<file path="src/rtl/bldc_motion_sequencer.sv">
// bldc_motion_sequencer: run-state controller in front of the ESC speed/PWM
// datapath. Sequences align, ramp-up, run, ramp-down, direction reversal and
// (optionally) stall fault, and drives pwm_en plus the encoded period_reference.
// Optional feature macro: STALL_DETECT_EN (encoder stall counter -> FAULT).
//
// state     | code | meaning
// ----------+------+-----------------------------------------------------
// IDLE      | 0    | motor off, waiting for a start request
// ALIGN     | 1    | rotor alignment at magnitude 1 for ALIGN_CYCLES
// RAMP_UP   | 2    | +1 magnitude every RAMP_STEP_CYCLES toward target
// RUN       | 3    | holding magnitude
// RAMP_DOWN | 4    | -1 magnitude every RAMP_STEP_CYCLES toward goal
// FAULT     | 5    | stall detected, outputs off until cleared
module bldc_motion_sequencer #(
  parameter int ALIGN_CYCLES     = 256,
  parameter int RAMP_STEP_CYCLES = 1024,
  parameter int STALL_TIMEOUT    = 65535,
  parameter int TMR_WIDTH        = 16
) (
  input  logic       clk,
  input  logic       reset_n,
  input  logic       start,
  input  logic       stop,
  input  logic       dir_req,
  input  logic [6:0] target_mag,
  input  logic       encoder_a,
  input  logic       fault_clr,
  output logic       pwm_en,
  output logic [7:0] period_reference,
  output logic       busy,
  output logic       fault,
  output logic [2:0] state
);

  localparam logic [2:0] S_IDLE      = 3'd0;
  localparam logic [2:0] S_ALIGN     = 3'd1;
  localparam logic [2:0] S_RAMP_UP   = 3'd2;
  localparam logic [2:0] S_RUN       = 3'd3;
  localparam logic [2:0] S_RAMP_DOWN = 3'd4;
  localparam logic [2:0] S_FAULT     = 3'd5;

  localparam logic [TMR_WIDTH-1:0] ALIGN_TC = TMR_WIDTH'(ALIGN_CYCLES - 1);
  localparam logic [TMR_WIDTH-1:0] STEP_TC  = TMR_WIDTH'(RAMP_STEP_CYCLES - 1);

  logic [6:0]           mag, mag_nx, goal;
  logic                 dir, dir_nx, goal_zero, motor_on_nx;
  logic [TMR_WIDTH-1:0] tmr, tmr_nx;
  logic [2:0]           state_nx;

`ifdef STALL_DETECT_EN
  localparam logic [TMR_WIDTH-1:0] STALL_TC = TMR_WIDTH'(STALL_TIMEOUT - 1);

  logic                 enc_s1, enc_s2, enc_d, enc_rise, stall_active, stall_hit;
  logic [TMR_WIDTH-1:0] stall_cnt;

  assign enc_rise     = enc_s2 & ~enc_d;
  assign stall_active = (state == S_RAMP_UP) || (state == S_RUN);
  assign stall_hit    = stall_active && !enc_rise && (stall_cnt == STALL_TC);

  // Synchronize encoder_a and register the previous value for edge detection.
  always_ff @(posedge clk or negedge reset_n) begin
    if (!reset_n) begin
      enc_s1 <= 1'b0;
      enc_s2 <= 1'b0;
      enc_d  <= 1'b0;
    end else begin
      enc_s1 <= encoder_a;
      enc_s2 <= enc_s1;
      enc_d  <= enc_s2;
    end
  end

  // Count cycles since the last encoder rising edge while the motor should be turning.
  always_ff @(posedge clk or negedge reset_n) begin
    if (!reset_n)                            stall_cnt <= '0;
    else if (state_nx != state)              stall_cnt <= '0;
    else if (!stall_active || enc_rise)      stall_cnt <= '0;
    else                                     stall_cnt <= stall_cnt + TMR_WIDTH'(1);
  end
`else
  logic unused_inputs;
  assign unused_inputs = ^{encoder_a, fault_clr};
`endif

  // Next-state, magnitude, direction and step-timer decode.
  always_comb begin
    state_nx  = state;
    mag_nx    = mag;
    dir_nx    = dir;
    tmr_nx    = tmr + TMR_WIDTH'(1);
    goal_zero = stop || !start || (dir_req != dir);
    goal      = goal_zero ? 7'd0 : target_mag;
    case (state)
      S_IDLE: begin
        mag_nx = 7'd0;
        if (start && !stop && target_mag != 7'd0) begin
          state_nx = S_ALIGN;
          mag_nx   = 7'd1;
          dir_nx   = dir_req;
        end
      end
      S_ALIGN: begin
        mag_nx = 7'd1;
        if (goal_zero)            state_nx = S_RAMP_DOWN;
        else if (tmr == ALIGN_TC) state_nx = (target_mag == 7'd1) ? S_RUN : S_RAMP_UP;
      end
      S_RAMP_UP: begin
        if (goal_zero || target_mag < mag) state_nx = S_RAMP_DOWN;
        else if (target_mag == mag)        state_nx = S_RUN;
        else if (tmr == STEP_TC) begin
          mag_nx = mag + 7'd1;
          tmr_nx = '0;
        end
      end
      S_RUN: begin
        tmr_nx = '0;
        if (goal_zero || target_mag < mag) state_nx = S_RAMP_DOWN;
        else if (target_mag > mag)         state_nx = S_RAMP_UP;
      end
      S_RAMP_DOWN: begin
        if (mag == 7'd0) begin
          // Reversal: restart in the new direction only once fully stopped.
          if (start && !stop && dir_req != dir && target_mag != 7'd0) begin
            state_nx = S_ALIGN;
            mag_nx   = 7'd1;
            dir_nx   = dir_req;
          end else begin
            state_nx = S_IDLE;
          end
        end else if (mag == goal) begin
          state_nx = S_RUN;
        end else if (goal > mag) begin
          state_nx = S_RAMP_UP;
        end else if (tmr == STEP_TC) begin
          mag_nx = mag - 7'd1;
          tmr_nx = '0;
        end
      end
      S_FAULT: begin
        mag_nx = 7'd0;
`ifdef STALL_DETECT_EN
        if (fault_clr && !start) state_nx = S_IDLE;
`else
        state_nx = S_IDLE;
`endif
      end
      default: begin
        state_nx = S_IDLE;
        mag_nx   = 7'd0;
      end
    endcase
    if (state_nx != state) tmr_nx = '0;
`ifdef STALL_DETECT_EN
    if (stall_hit) begin
      state_nx = S_FAULT;
      mag_nx   = 7'd0;
      dir_nx   = dir;
      tmr_nx   = '0;
    end
`endif
  end

  assign motor_on_nx = (state_nx == S_ALIGN) || (state_nx == S_RAMP_UP) ||
                       (state_nx == S_RUN)   || (state_nx == S_RAMP_DOWN);

  // Core state registers and outputs, all registered from the next-state decode.
  always_ff @(posedge clk or negedge reset_n) begin
    if (!reset_n) begin
      state            <= S_IDLE;
      mag              <= 7'd0;
      dir              <= 1'b0;
      tmr              <= '0;
      pwm_en           <= 1'b0;
      period_reference <= 8'd0;
      busy             <= 1'b0;
      fault            <= 1'b0;
    end else begin
      state            <= state_nx;
      mag              <= mag_nx;
      dir              <= dir_nx;
      tmr              <= tmr_nx;
      pwm_en           <= motor_on_nx;
      period_reference <= (mag_nx == 7'd0) ? 8'd0 : {dir_nx, mag_nx};
      busy             <= motor_on_nx;
      fault            <= (state_nx == S_FAULT);
    end
  end

endmodule

</file>
<file path="config.mk">
export PLATFORM = sky130hd
export DESIGN_NAME = bldc_motion_sequencer
export DESIGN_NICKNAME = d
export VERILOG_FILES = /design/src/rtl/bldc_motion_sequencer.sv
export SDC_FILE = /design/constraint.sdc
export NUM_CORES = 1
export LEC_CHECK = 0
export CAP_MARGIN = 40
export CORE_UTILIZATION = 62
export DETAILED_ROUTE_END_ITERATION = 16
export PLACE_DENSITY_LB_ADDON = 0.2
export SYNTH_ARGS = -nofsm -noshare
export SYNTH_HDL_FRONTEND = slang
export SYNTH_SLANG_ARGS = --single-unit
</file>
<file path="constraint.sdc">
create_clock -name clk -period 5.15 [get_ports clk]
set_clock_uncertainty 0.1 [all_clocks]
set_input_delay 1.03 -clock clk [delete_from_list [all_inputs] [get_ports clk]]
set_output_delay 1.03 -clock clk [all_outputs]
set_load 0.01 [all_outputs]
</file>
==> qor.csv, run 1 <==
stage,metric,value,unit
outcome,outcome,"finished, final reports clean",
timing,setup_tns,0,ns
worst_setup_path,Register-to-Register Setup Slack,1.33,ns
route,initial DRC count,164,
route,drt pass-1 iters,5,
yosys,number of enable flip-flop cells after synthesis,0,
min_path,Worst Hold Class,reg -> reg,
route,Avg Vias per Cell,6.478,
grt,largest net degree at the start of global routing,36,
cts,worst-skew pair later-pin latency,0.30,ns
floorplan,Initial Utilization,65.37,%
timing,final setup vio count,0,
floorplan,Die W,67.41,um
yosys,register area share after synthesis,33.02,%
yosys,top post-synthesis cells by area,"dfrtp_1 (33%), ha_1 (8.5%), a21oi_1 (4.7%)",
timing,Slew HR,42.22,%
timing,Tmin final,4.640,ns
final_layout,FF+latch area,875.8,um2
yosys,Most used DFF post-synth,dfrtp_1,
worst_setup_path,startpoint types,primary input,
timing,Final period util,90.09,%
worst_setup_path,Reg2Reg Capture Point,period_reference[7],
min_path,hold endpoint,tmr[0],
worst_setup_path,worst r2r path cells,9,
floorplan,Core Box Area,0.004058,mm2
grt,first-pass GRT wire length,10.38,mm
power_and_ir_drop,Power Total,0.001013,W
cts,post_cts resized,0,
cts,H-tree Lvls,2,
yosys,Post-synth ARST share,100.0,%
yosys,"count leader, synth",dfrtp_1,
final_layout,Ant. Diodes,0,
route,Routed Antenna Nets,0,
placement,placed wire-length estimate,4.729,mm
timing,Final Max Tran Viols,0,
cts,TritonCTS sink count,35,
placement,routability congestion estimate,0.9708,
floorplan,Die ar.,0.004544,mm2
final_layout,post-synthesis to final-layout area growth,12.92,%
yosys,area fraction of the dominant cell type after synthesis,33.02,%
grt,GR Util All Layers,31.11,%
cts,Clock Path Buffers,2,
yosys,largest area contributor in the netlist,dfrtp_1,
route,Routed WL,6.438,mm
worst_setup_path,Setup CP Type,in -> reg,
cts,CTS tree,yes,
min_path,Worst Hold Path Cells,2,
yosys,"flops & latches, synth",35,
yosys,average size of a mapped cell,8.931,um2
cts,"CTS clk-pin slew, worst paths",0.07,ns
floorplan,IO Pins,28,
run,max_cap viols,0,
cts,hold-fix buffers at CTS,0,
placement,dpl cells,360,
power_and_ir_drop,LEAKAGE,1.296,nW
timing,RSZ-0062 raised after global routing,false,
grt,vias in the first global route,2216,
final_layout,Fill cells,309,
placement,port bufs,25,
final_layout,Post-layout nets,349,
final_layout,area of the multi-input gates,0.001655,mm2
yosys,Post-Syn Area,0.002653,mm2
final_layout,share of cells above drive strength 1,8.491,%
timing,Fmax,215.5,MHz
worst_setup_path,Setup crit end kind,flip-flop,
cts,CTS buffer count,5,
yosys,synth warn,0,
yosys,Mapped Cells,297,
yosys,"Net Count, Synth",329,
route,routed via count,2384,
worst_setup_path,Required @ worst endpoint,5.27,ns
grt,Overflow after GRT,0,
worst_setup_path,FF-to-FF Start,dir,
route,# DRC,0,
grt,antenna violations before repair,0,
yosys,synth cell count leaders,"dfrtp_1 (35), nand2_1 (27), a21oi_1 (25), nand3_1 (19), ha_1 (18)",
cts,clock root buffer master,clkbuf_8,
final_layout,Final Non-Filler Cells,368,
timing,worst hold margin,0.4871,ns
floorplan,Cell Rows,23,
worst_setup_path,"critical path fanouts, max",11,
final_layout,final core occ,73.82,%
timing,hold violation count in the final report,0,
route,wire per inst,17.49,um
worst_setup_path,CP arrival,4.76,ns
timing,Worst Tran Pin Value,0.8605,ns
power_and_ir_drop,Power Density,338.1,mW/mm2
floorplan,chip height,67.41,um
cts,Post-CTS Setup Bufs,0,
yosys,count of cell types in the netlist,59,
min_path,Min-Delay Startpoint,tmr[0],
power_and_ir_drop,VDD IR max,265.4,uV
[logic make-up after synthesis]
kind of cell             synth area share (%)
buffers and inverters                   4.575
other                                  0.1414
multiplexers                            2.406
flip-flops                              33.02
AND/OR/NAND/NOR                         23.26
adder cells (fa/ha/maj)                 8.491
XOR/XNOR                                5.943
AO/OA/AOI/OAI                           22.17
[layout by cell type (no fill, tap or decap), types with 4 or more instances in the layout]
master	count
clkdlybuf4s50_1	24
a21o_1	5
a31oi_1	5
nand2b_1	6
nand4_1	6
nor4_1	4
nor3_1	8
a21oi_1	25
nand3_1	19
and3_1	14
nand2_1	27
clkbuf_8	5
xnor2_1	8
xor2_1	10
inv_1	11
ha_1	18
o21ai_0	4
nor2_1	15
dfrtp_1	35
[worst max-delay path by stage]
stage,end,startpoint,slack (ns),depth (start not counted)
2_1_floorplan,tmr[10],dir_req,1.40,12
3_3_place_gp,period_reference[7],dir_req,0.37,10
3_5_place_dp,period_reference[7],dir_req,0.27,10
4_1_cts,period_reference[7],dir_req,0.58,10
5_1_grt,period_reference[7],dir_req,0.34,10
6_report,period_reference[7],dir_req,0.51,10
[worst max-delay path: stages]
cell and delay [ns]:
clkdlybuf4s50_1 0.47, xnor2_1 0.73, and3_1 0.26, ha_1 0.24, a211o_1 0.39, a2111oi_4 0.54
mux2_2 0.41, o32ai_1 0.42, nor4_2 0.10, a21boi_1 0.16
[per-stage QoR]
step	area (um2)	setup WS (ns)
final	2995	0.5102
after global routing	2995	0.3376
after CTS	2995	0.5784
after detailed placement	2907	0.2740
after global placement	2899	0.3707
after floorplan	2653	1.396
[state kept, by name, summed over array words and instances (netlist names)]
signal / cells
busy: 1
dir: 1
fault: 1
mag: 6
period_reference: 7
state: 3
tmr: 16
[metal layers]
metal | vias up | global-route usage (%) | part of all wire, %
met1 | 1123 | 41.61 | 45
met2 | 96 | 49.13 | 47
li1 | 1151 | - | -
met5 | - | 0 | 0
met3 | 14 | 5.405 | 6.1
met4 | 0 | 13.56 | 2.0
[report_power, final]
part | switching, W | total (W) | internal (W) | leakage, nW
combinational | 0.000280 | 0.000459 | 0.000179 | 0.781
clock | 0.000108 | 0.000202 | 0.0000940 | 0.0402
sequential | 0.0000441 | 0.000353 | 0.000308 | 0.475
[cell type report]
| type | instances | area share [%] |
|---|---|---|
| clock inverters | 3 | 0.6683 |
| flip-flops and latches | 35 | 29.24 |
| well taps | 50 | 2.089 |
| repair buffers | 28 | 8.939 |
| multi-input cells | 235 | 55.26 |
| inverters | 12 | 1.504 |
| clock buffers | 5 | 2.297 |
No activity file was read; power rests on OpenSTA's default activity.
==> run 2: changes to the inputs <==
--- a/config.mk
+++ b/config.mk
@@ -5,8 +5,10 @@
 export SDC_FILE = /design/constraint.sdc
 export NUM_CORES = 1
 export LEC_CHECK = 0
+export ABC_AREA = 1
 export CAP_MARGIN = 40
-export CORE_UTILIZATION = 62
+export CORE_MARGIN = 5
+export CORE_UTILIZATION = 63
 export DETAILED_ROUTE_END_ITERATION = 16
 export PLACE_DENSITY_LB_ADDON = 0.2
 export SYNTH_ARGS = -nofsm -noshare
==> run 2 against run 1 <==
Compared with the run above: die area grew 38%; routed wire length shrank 0.98%; setup slack gained 0.69 ns; sequential power is essentially flat; maximum frequency grew 17%; combinational power grew 15%; sequential share of layout area shrank 3.3 points; clock-buffer cell count is the same; non-clock buffer count shrank 2; global-route usage shrank 7.9 points; first-iteration DRC count grew 12%; largest power group unchanged.
==> qor.csv, run 2 <==
stage,metric,value,unit,change
outcome,outcome,"finished, final reports clean",,
placement,placed wire-length estimate,5.022,mm,+6.2%
grt,antenna violations before repair,0,,unchanged
route,# DRC,0,,unchanged
timing,Final period util,76.78,%,-13 points
yosys,Post-synth ARST share,100.0,%,unchanged
yosys,average size of a mapped cell,6.999,um2,-22%
route,met2 wire length,3.149,mm,+4.6%
final_layout,most frequent cells in the layout,"nand2_1 (125), inv_1 (55), nor2_1 (53)",,
floorplan,Die W,79.20,um,+17%
worst_setup_path,Setup crit end kind,flip-flop,,
yosys,top post-synthesis cells by area,"dfrtp_1 (29%), nand2_1 (16%), ha_1 (7.5%)",,
power_and_ir_drop,VDD IR max,249.6,uV,-6.0%
min_path,Worst Hold Class,reg -> reg,,
floorplan,Cell Rows,25,,+8.7%
yosys,Most used DFF post-synth,dfrtp_1,,
final_layout,Top reg by flops,tmr,,
cts,CTS buffer count,5,,unchanged
yosys,"flops & latches, synth",35,,unchanged
run,max_cap viols,0,,unchanged
yosys,largest area contributor in the netlist,dfrtp_1,,
cts,H-tree Lvls,2,,unchanged
placement,dpl ws,0.9179,ns,+0.6438 ns
cts,CTS tree,yes,,
floorplan,IO Pins,28,,unchanged
route,Routed Antenna Nets,0,,unchanged
placement,routability congestion estimate,0.8953,,-7.8%
power_and_ir_drop,Power Density,334.1,mW/mm2,-1.2%
route,drt pass-1 iters,5,,unchanged
timing,Fmax,252.9,MHz,+17%
cts,clock root buffer master,clkbuf_8,,
cts,Post-CTS Setup Bufs,0,,unchanged
grt,first-pass GRT wire length,11.58,mm,+11%
power_and_ir_drop,LEAKAGE,1.762,nW,+36%
timing,RSZ-0062 raised after global routing,false,,
yosys,"Net Count, Synth",463,,+41%
route,Routed WL,6.375,mm,-0.98%
cts,Clock Path Buffers,2,,unchanged
final_layout,max reg flops,16,,unchanged
route,routed via count,2727,,+14%
yosys,area fraction of the dominant cell type after synthesis,29.03,%,-4.0 points
timing,setup_tns,0,ns,unchanged
floorplan,Core Box Area,0.004692,mm2,+16%
floorplan,chip height,79.20,um,+17%
cts,TritonCTS sink count,35,,unchanged
final_layout,Post-layout nets,488,,+40%
yosys,count of cell types in the netlist,37,,-37%
final_layout,"commonest non-fill, non-tap cell in the layout",nand2_1,,
final_layout,Final Non-Filler Cells,511,,+39%
cts,"CTS clk-pin slew, worst paths",0.08,ns,about the same
worst_setup_path,startpoint types,primary input,,
yosys,Post-Syn Area,0.003017,mm2,+14%
timing,worst setup margin,1.196,ns,+0.6856 ns
timing,Tmin final,3.954,ns,-0.6856 ns
grt,GR Util All Layers,23.17,%,-7.9 points
route,met1 wire length,2.775,mm,-4.4%
floorplan,Die ar.,0.006272,mm2,+38%
grt,largest net degree at the start of global routing,36,,unchanged
route,Routed met3 length,271,um,-31%
floorplan,Initial Utilization,64.29,%,-1.1 points
placement,port bufs,25,,unchanged
yosys,synth warn,0,,unchanged
route,initial DRC count,184,,+12%
power_and_ir_drop,Power Total,0.001127,W,+11%
route,wire per inst,12.48,um,-29%
worst_setup_path,Required @ worst endpoint,5.27,ns,about the same
final_layout,share of cells above drive strength 1,12.91,%,+4.4 points
final_layout,final core occ,71.92,%,-1.9 points
cts,worst-skew pair later-pin latency,0.29,ns,about the same
yosys,Mapped Cells,431,,+45%
worst_setup_path,Setup CP Type,in -> reg,,
timing,hold violation count in the final report,0,,unchanged
route,Top Metal Used,met4,,
worst_setup_path,CP arrival,4.08,ns,-0.68 ns
cts,hold-fix buffers at CTS,0,,unchanged
worst_setup_path,"critical path fanouts, max",16,,+5
final_layout,Ant. Diodes,0,,unchanged
timing,final setup vio count,0,,unchanged
final_layout,post-synthesis to final-layout area growth,11.86,%,
timing,Final Max Tran Viols,0,,unchanged
placement,dpl cells,503,,+40%
yosys,synth cell count leaders,"nand2_1 (125), inv_1 (55), nor2_1 (53), nand3_1 (41), dfrtp_1 (35)",,
grt,Overflow after GRT,0,,unchanged
grt,vias in the first global route,2696,,+22%
yosys,"count leader, synth",nand2_1,,
yosys,number of enable flip-flop cells after synthesis,0,,unchanged
route,Avg Vias per Cell,5.337,,-18%
cts,post_cts resized,0,,unchanged
yosys,register area share after synthesis,29.03,%,-4.0 points
final_layout,Regs by FF count,"tmr: 16 flops, period_reference: 7 flops, mag: 6 flops",,
## run 2: cell types whose count changed in the layout (fill, tap and decap cells not counted), sizes merged, moves of 8 or more
cell	delta
and3	-14
nand2	+104
nand3	+24
a21oi	-15
a2111oi	-8
nor2	+58
inv	+59
## run 2: cell families (layout without fill, tap and decap cells)
kind of cell / count (synthesis) / after routing / share of synthesized area, %
AOI/OAI and AO/OA: 19 / 19 / 3.982
xor gates and xnor gates: 16 / 16 / 5.268
adders and majority gates: 18 / 18 / 7.466
buffers and inverters: 78 / 104 / 11.45
DFF: 35 / 35 / 29.03
other: 1 / 1 / 0.1243
and+or+nand+nor: 264 / 264 / 42.68
## run 2: worst paths after layout
kind                       startpoint  slack, ns  endpoint  cells past startpoint
max                           dir_req       1.20    tmr[4]                     19
min                            tmr[0]       0.36    tmr[0]                      1
max reg2reg                       dir       2.05    tmr[4]                     18
min reg2reg                    tmr[0]       0.36    tmr[0]                      1
max in group asynchronous     reset_n       3.58    mag[4]                      2
min in group asynchronous     reset_n       1.05    tmr[3]                      2
## run 2: area by class of cell
| cell class | count | area (um2) |
|---|---|---|
| multi-input cells | 318 | 1795 |
| fillers | 386 | 1318 |
| flip-flops and latches | 35 | 875.8 |
| inverters | 70 | 265.3 |
| repair buffers | 26 | 257.7 |
| clock buffers | 5 | 68.82 |
| well taps | 54 | 67.56 |
| clock inverters | 3 | 43.79 |
## run 2: layer usage
| layer | GRT usage, % | vias up |
|---|---|---|
| li1 | - | 1382 |
| met1 | 27.60 | 1244 |
| met2 | 39.65 | 85 |
| met3 | 5.442 | 16 |
| met4 | 10.14 | 0 |
| met5 | 0 | - |
## run 2: worst max-delay path, stage by stage
cell and delay (ns):
clkdlybuf4s50_1 0.50, inv_1 0.06, nand2_1 0.05, nand2_1 0.11, nor2_4 0.18, inv_2 0.10
nor2_1 0.12, ha_1 0.25, nand2_1 0.10, inv_1 0.05, a21oi_1 0.20, nand2_1 0.13
nor2_2 0.28, nand2_1 0.08, nand2_1 0.12, o211ai_1 0.10, nor2_1 0.20, nand2_4 0.24
nor2_1 0.17
## run 2: where the power goes
part           switching, W  internal (W)
clock              0.000108      0.000144
combinational      0.000347      0.000178
sequential        0.0000406      0.000309
## run 2: stage by stage
stage                     instance area, um2  hold slack, ns
after floorplan                         3017          0.3314
after global placement                  3262          0.3466
after detailed placement                3262          0.3565
after CTS                               3374          0.3670
after global routing                    3374          0.3958
final                                   3374          0.3606
==> run 3: changes to the inputs <==
--- a/config.mk
+++ b/config.mk
@@ -8,7 +8,7 @@
 export ABC_AREA = 1
 export CAP_MARGIN = 40
 export CORE_MARGIN = 5
-export CORE_UTILIZATION = 63
+export CORE_UTILIZATION = 53
 export DETAILED_ROUTE_END_ITERATION = 16
 export PLACE_DENSITY_LB_ADDON = 0.2
 export SYNTH_ARGS = -nofsm -noshare
==> constraint.sdc (replaced) <==
create_clock -name clk -period 3.6 [get_ports clk]
set_clock_uncertainty 0.1 [all_clocks]
set_input_delay 0.72 -clock clk [delete_from_list [all_inputs] [get_ports clk]]
set_output_delay 0.72 -clock clk [all_outputs]
set_load 0.01 [all_outputs]
==> run 3 against run 2 <==
Compared with the run above: utilization decreased by 9.6 points; first-iteration DRC count decreased by 27%; total power increased by 44%; largest power group unchanged; critical endpoint is now period_reference[7].
==> qor.csv, run 3 (same netlist as run 2, synthesis figures left out) <==
stage,metric,value,unit,change
outcome,outcome,"finished, final reports clean",,
route,routed via count,2670,,-2.1%
grt,largest net degree at the start of global routing,36,,unchanged
worst_setup_path,Reg2Reg Capture Point,tmr[15],,
route,Routed Antenna Nets,0,,unchanged
min_path,Worst Hold Class,reg -> reg,,
worst_setup_path,Setup crit end kind,flip-flop,,
placement,placed wire-length estimate,5.163,mm,+2.8%
cts,Clock Path Buffers,2,,unchanged
route,drt pass-1 iters,5,,unchanged
floorplan,Core Box Area,0.005507,mm2,+17%
grt,vias in the first global route,2630,,-2.4%
timing,RSZ-0062 raised after global routing,false,,
final_layout,Regs by FF count,"tmr: 16 flops, period_reference: 7 flops, mag: 6 flops",,
final_layout,post-synthesis to final-layout area growth,13.81,%,
worst_setup_path,Setup CP Type,in -> reg,,
worst_setup_path,FF-to-FF Start,mag[2],,
worst_setup_path,CP max-delay cell,clkdlybuf4s50_1,,
final_layout,Ant. Diodes,0,,unchanged
final_layout,Post-layout nets,493,,+1.0%
worst_setup_path,Required @ worst endpoint,3.68,ns,-1.59 ns
power_and_ir_drop,VDD IR max,255.3,uV,+2.3%
worst_setup_path,"critical path fanouts, max",7,,-9
cts,CTS tree,yes,,
route,# DRC,0,,unchanged
timing,setup_tns,0,ns,unchanged
power_and_ir_drop,switch share,43.52,%,-0.44 points
floorplan,chip height,85.45,um,+7.9%
cts,clock root buffer master,clkbuf_8,,
power_and_ir_drop,Power Density,474.2,mW/mm2,+42%
cts,hold-fix buffers at CTS,0,,unchanged
grt,first-pass GRT wire length,11.45,mm,-1.1%
final_layout,Fill cells,513,,+33%
placement,port bufs,25,,unchanged
final_layout,Top reg by flops,tmr,,
grt,GR Util All Layers,19.11,%,-4.1 points
cts,Post-CTS Setup Bufs,0,,unchanged
timing,Final Max Tran Viols,0,,unchanged
run,max_cap viols,0,,unchanged
floorplan,Die ar.,0.007301,mm2,+16%
power_and_ir_drop,Sequential Power Share,30.7,%,-0.3 points
floorplan,Die W,85.45,um,+7.9%
final_layout,Final Non-Filler Cells,534,,+4.5%
worst_setup_path,worst r2r path cells,13,,-5
timing,Slew HR,45.14,%,
timing,hold violation count in the final report,0,,unchanged
timing,Worst Tran Pin Value,0.8229,ns,
cts,H-tree Lvls,2,,unchanged
final_layout,fin area,0.003433,mm2,+1.7%
worst_setup_path,"critical path, cell by cell",clkdlybuf4s50_1 > inv_1 > nand2_1 > nand2_1 > nor2_4 > inv_2 > nor2_1 > ha_1 > nand2_1 > inv_1 > a21oi_2 > nand2_1 > nor2_2 > buf_4 > nand4_1 > nand3_1 > nand3_1 > nor2_1 > nand2_1 > nor2_1 > nor2_1,,
final_layout,"commonest non-fill, non-tap cell in the layout",nand2_1,,
floorplan,IO Pins,28,,unchanged
route,initial DRC count,134,,-27%
worst_setup_path,startpoint types,primary input,,
cts,TritonCTS sink count,35,,unchanged
cts,CTS buffer count,5,,unchanged
final_layout,max reg flops,16,,unchanged
final_layout,share of cells above drive strength 1,14.29,%,+1.4 points
cts,worst-skew pair later-pin latency,0.29,ns,about the same
worst_setup_path,CP arrival,3.41,ns,-0.67 ns
route,Avg Vias per Cell,5.000,,-6.3%
timing,final setup vio count,0,,unchanged
grt,Overflow after GRT,0,,unchanged
placement,Placement Cell Area,0.003317,mm2,+1.7%
power_and_ir_drop,Gate power share,47.7,%,+1.1 points
floorplan,Cell Rows,27,,+8.0%
placement,routability congestion estimate,0.8870,,-0.93%
timing,Fmax,299.6,MHz,
worst_setup_path,worst setup path start,dir_req,,
timing,Tmin final,3.338,ns,
power_and_ir_drop,power share of the clock group,21.5,%,-0.8 points
route,Routed WL,6.572,mm,+3.1%
power_and_ir_drop,LEAKAGE,1.787,nW,+1.4%
worst_setup_path,critical path's most frequent cell,nand2_1,,
power_and_ir_drop,Psw,0.0007085,W,+43%
timing,Final period util,92.72,%,
placement,dpl cells,526,,+4.6%
final_layout,most frequent cells in the layout,"nand2_1 (125), inv_1 (55), nor2_1 (53)",,
worst_setup_path,CP peak stage delay,0.51,ns,about the same
floorplan,Initial Utilization,54.78,%,-9.5 points
worst_setup_path,end of the critical path,period_reference[7],,
worst_setup_path,Register-to-Register Setup Slack,0.62,ns,-1.43 ns
route,wire per inst,12.31,um,-1.4%
cts,"CTS clk-pin slew, worst paths",0.08,ns,about the same
power_and_ir_drop,Int Power,0.0009195,W,+46%
grt,antenna violations before repair,0,,unchanged
[run 3: changes by cell type in the layout (fill, tap and decap cells not counted), sizes merged]
cell / before / now
buf: 1 / 7
clkdlybuf4s50: 25 / 24
[run 3: worst max-delay path, delay by kind of cell]
kind	cells	cell delay, ns
AOI/OAI and AO/OA	1	0.15
adders and majority gates	1	0.24
and+or+nand+nor	14	1.42
buffers and inverters	5	0.87
[run 3: worst min-delay path by stage]
stage | start | to | slack (ns) | depth (start not counted)
detailed placement | tmr[0] | tmr[0] | 0.37 | 1
global placement | tmr[0] | tmr[0] | 0.36 | 1
global route | tmr[0] | tmr[0] | 0.41 | 1
floorplan | reset_n | busy | 0.32 | 0
finish | tmr[0] | tmr[0] | 0.37 | 1
CTS | tmr[0] | tmr[0] | 0.39 | 1
[run 3: repair_timing]
action / CTS / global route
endpoints found under the setup margin: 0 / 1
hold endpoints to repair: 0 / 0
resized for setup: 0 / 1
[run 3: final cells by class]
cell class | instances | area (um2) | area share (%)
Tap cell | 72 | 90.09 | 2.624
Timing Repair Buffer | 31 | 290.3 | 8.455
Clock inverter | 3 | 43.79 | 1.276
Sequential cell | 35 | 875.8 | 25.51
Clock buffer | 5 | 68.82 | 2.004
Multi-Input combinational cell | 318 | 1799 | 52.41
Inverter | 70 | 265.3 | 7.726
[run 3: through the flow]
stage                     setup WS [ns]  utilization [%]  power, W  hold WS (ns)
final                            0.2621            62.35  0.001628        0.3745
after global routing            0.03311            62.35  0.001754        0.4099
after CTS                        0.2274            62.28  0.001638        0.3862
after detailed placement       -0.02724            60.24  0.001281        0.3709
after global placement         0.009079            60.24  0.001266        0.3583
after floorplan                  0.6708                -  0.001121        0.3244
[run 3: per-layer routing]
metal / global-route usage, % / part of all wire (%) / up-vias
li1: - / - / 1386
met5: 0 / 0 / -
met1: 23.67 / 46 / 1233
met4: 4.317 / 0.73 / 0
met2: 34.53 / 50 / 47
met3: 3.107 / 3.2 / 4
[run 3: power by group through the flow]
stage | combinational [W] | clock [W] | sequential [W]
after floorplan | 0.000624 | 0 | 0.000496
after global placement | 0.000759 | 0 | 0.000507
after detailed placement | 0.000773 | 0 | 0.000509
after CTS | 0.000778 | 0.000359 | 0.000501
after global routing | 0.000868 | 0.000376 | 0.000510
final | 0.000777 | 0.000350 | 0.000500
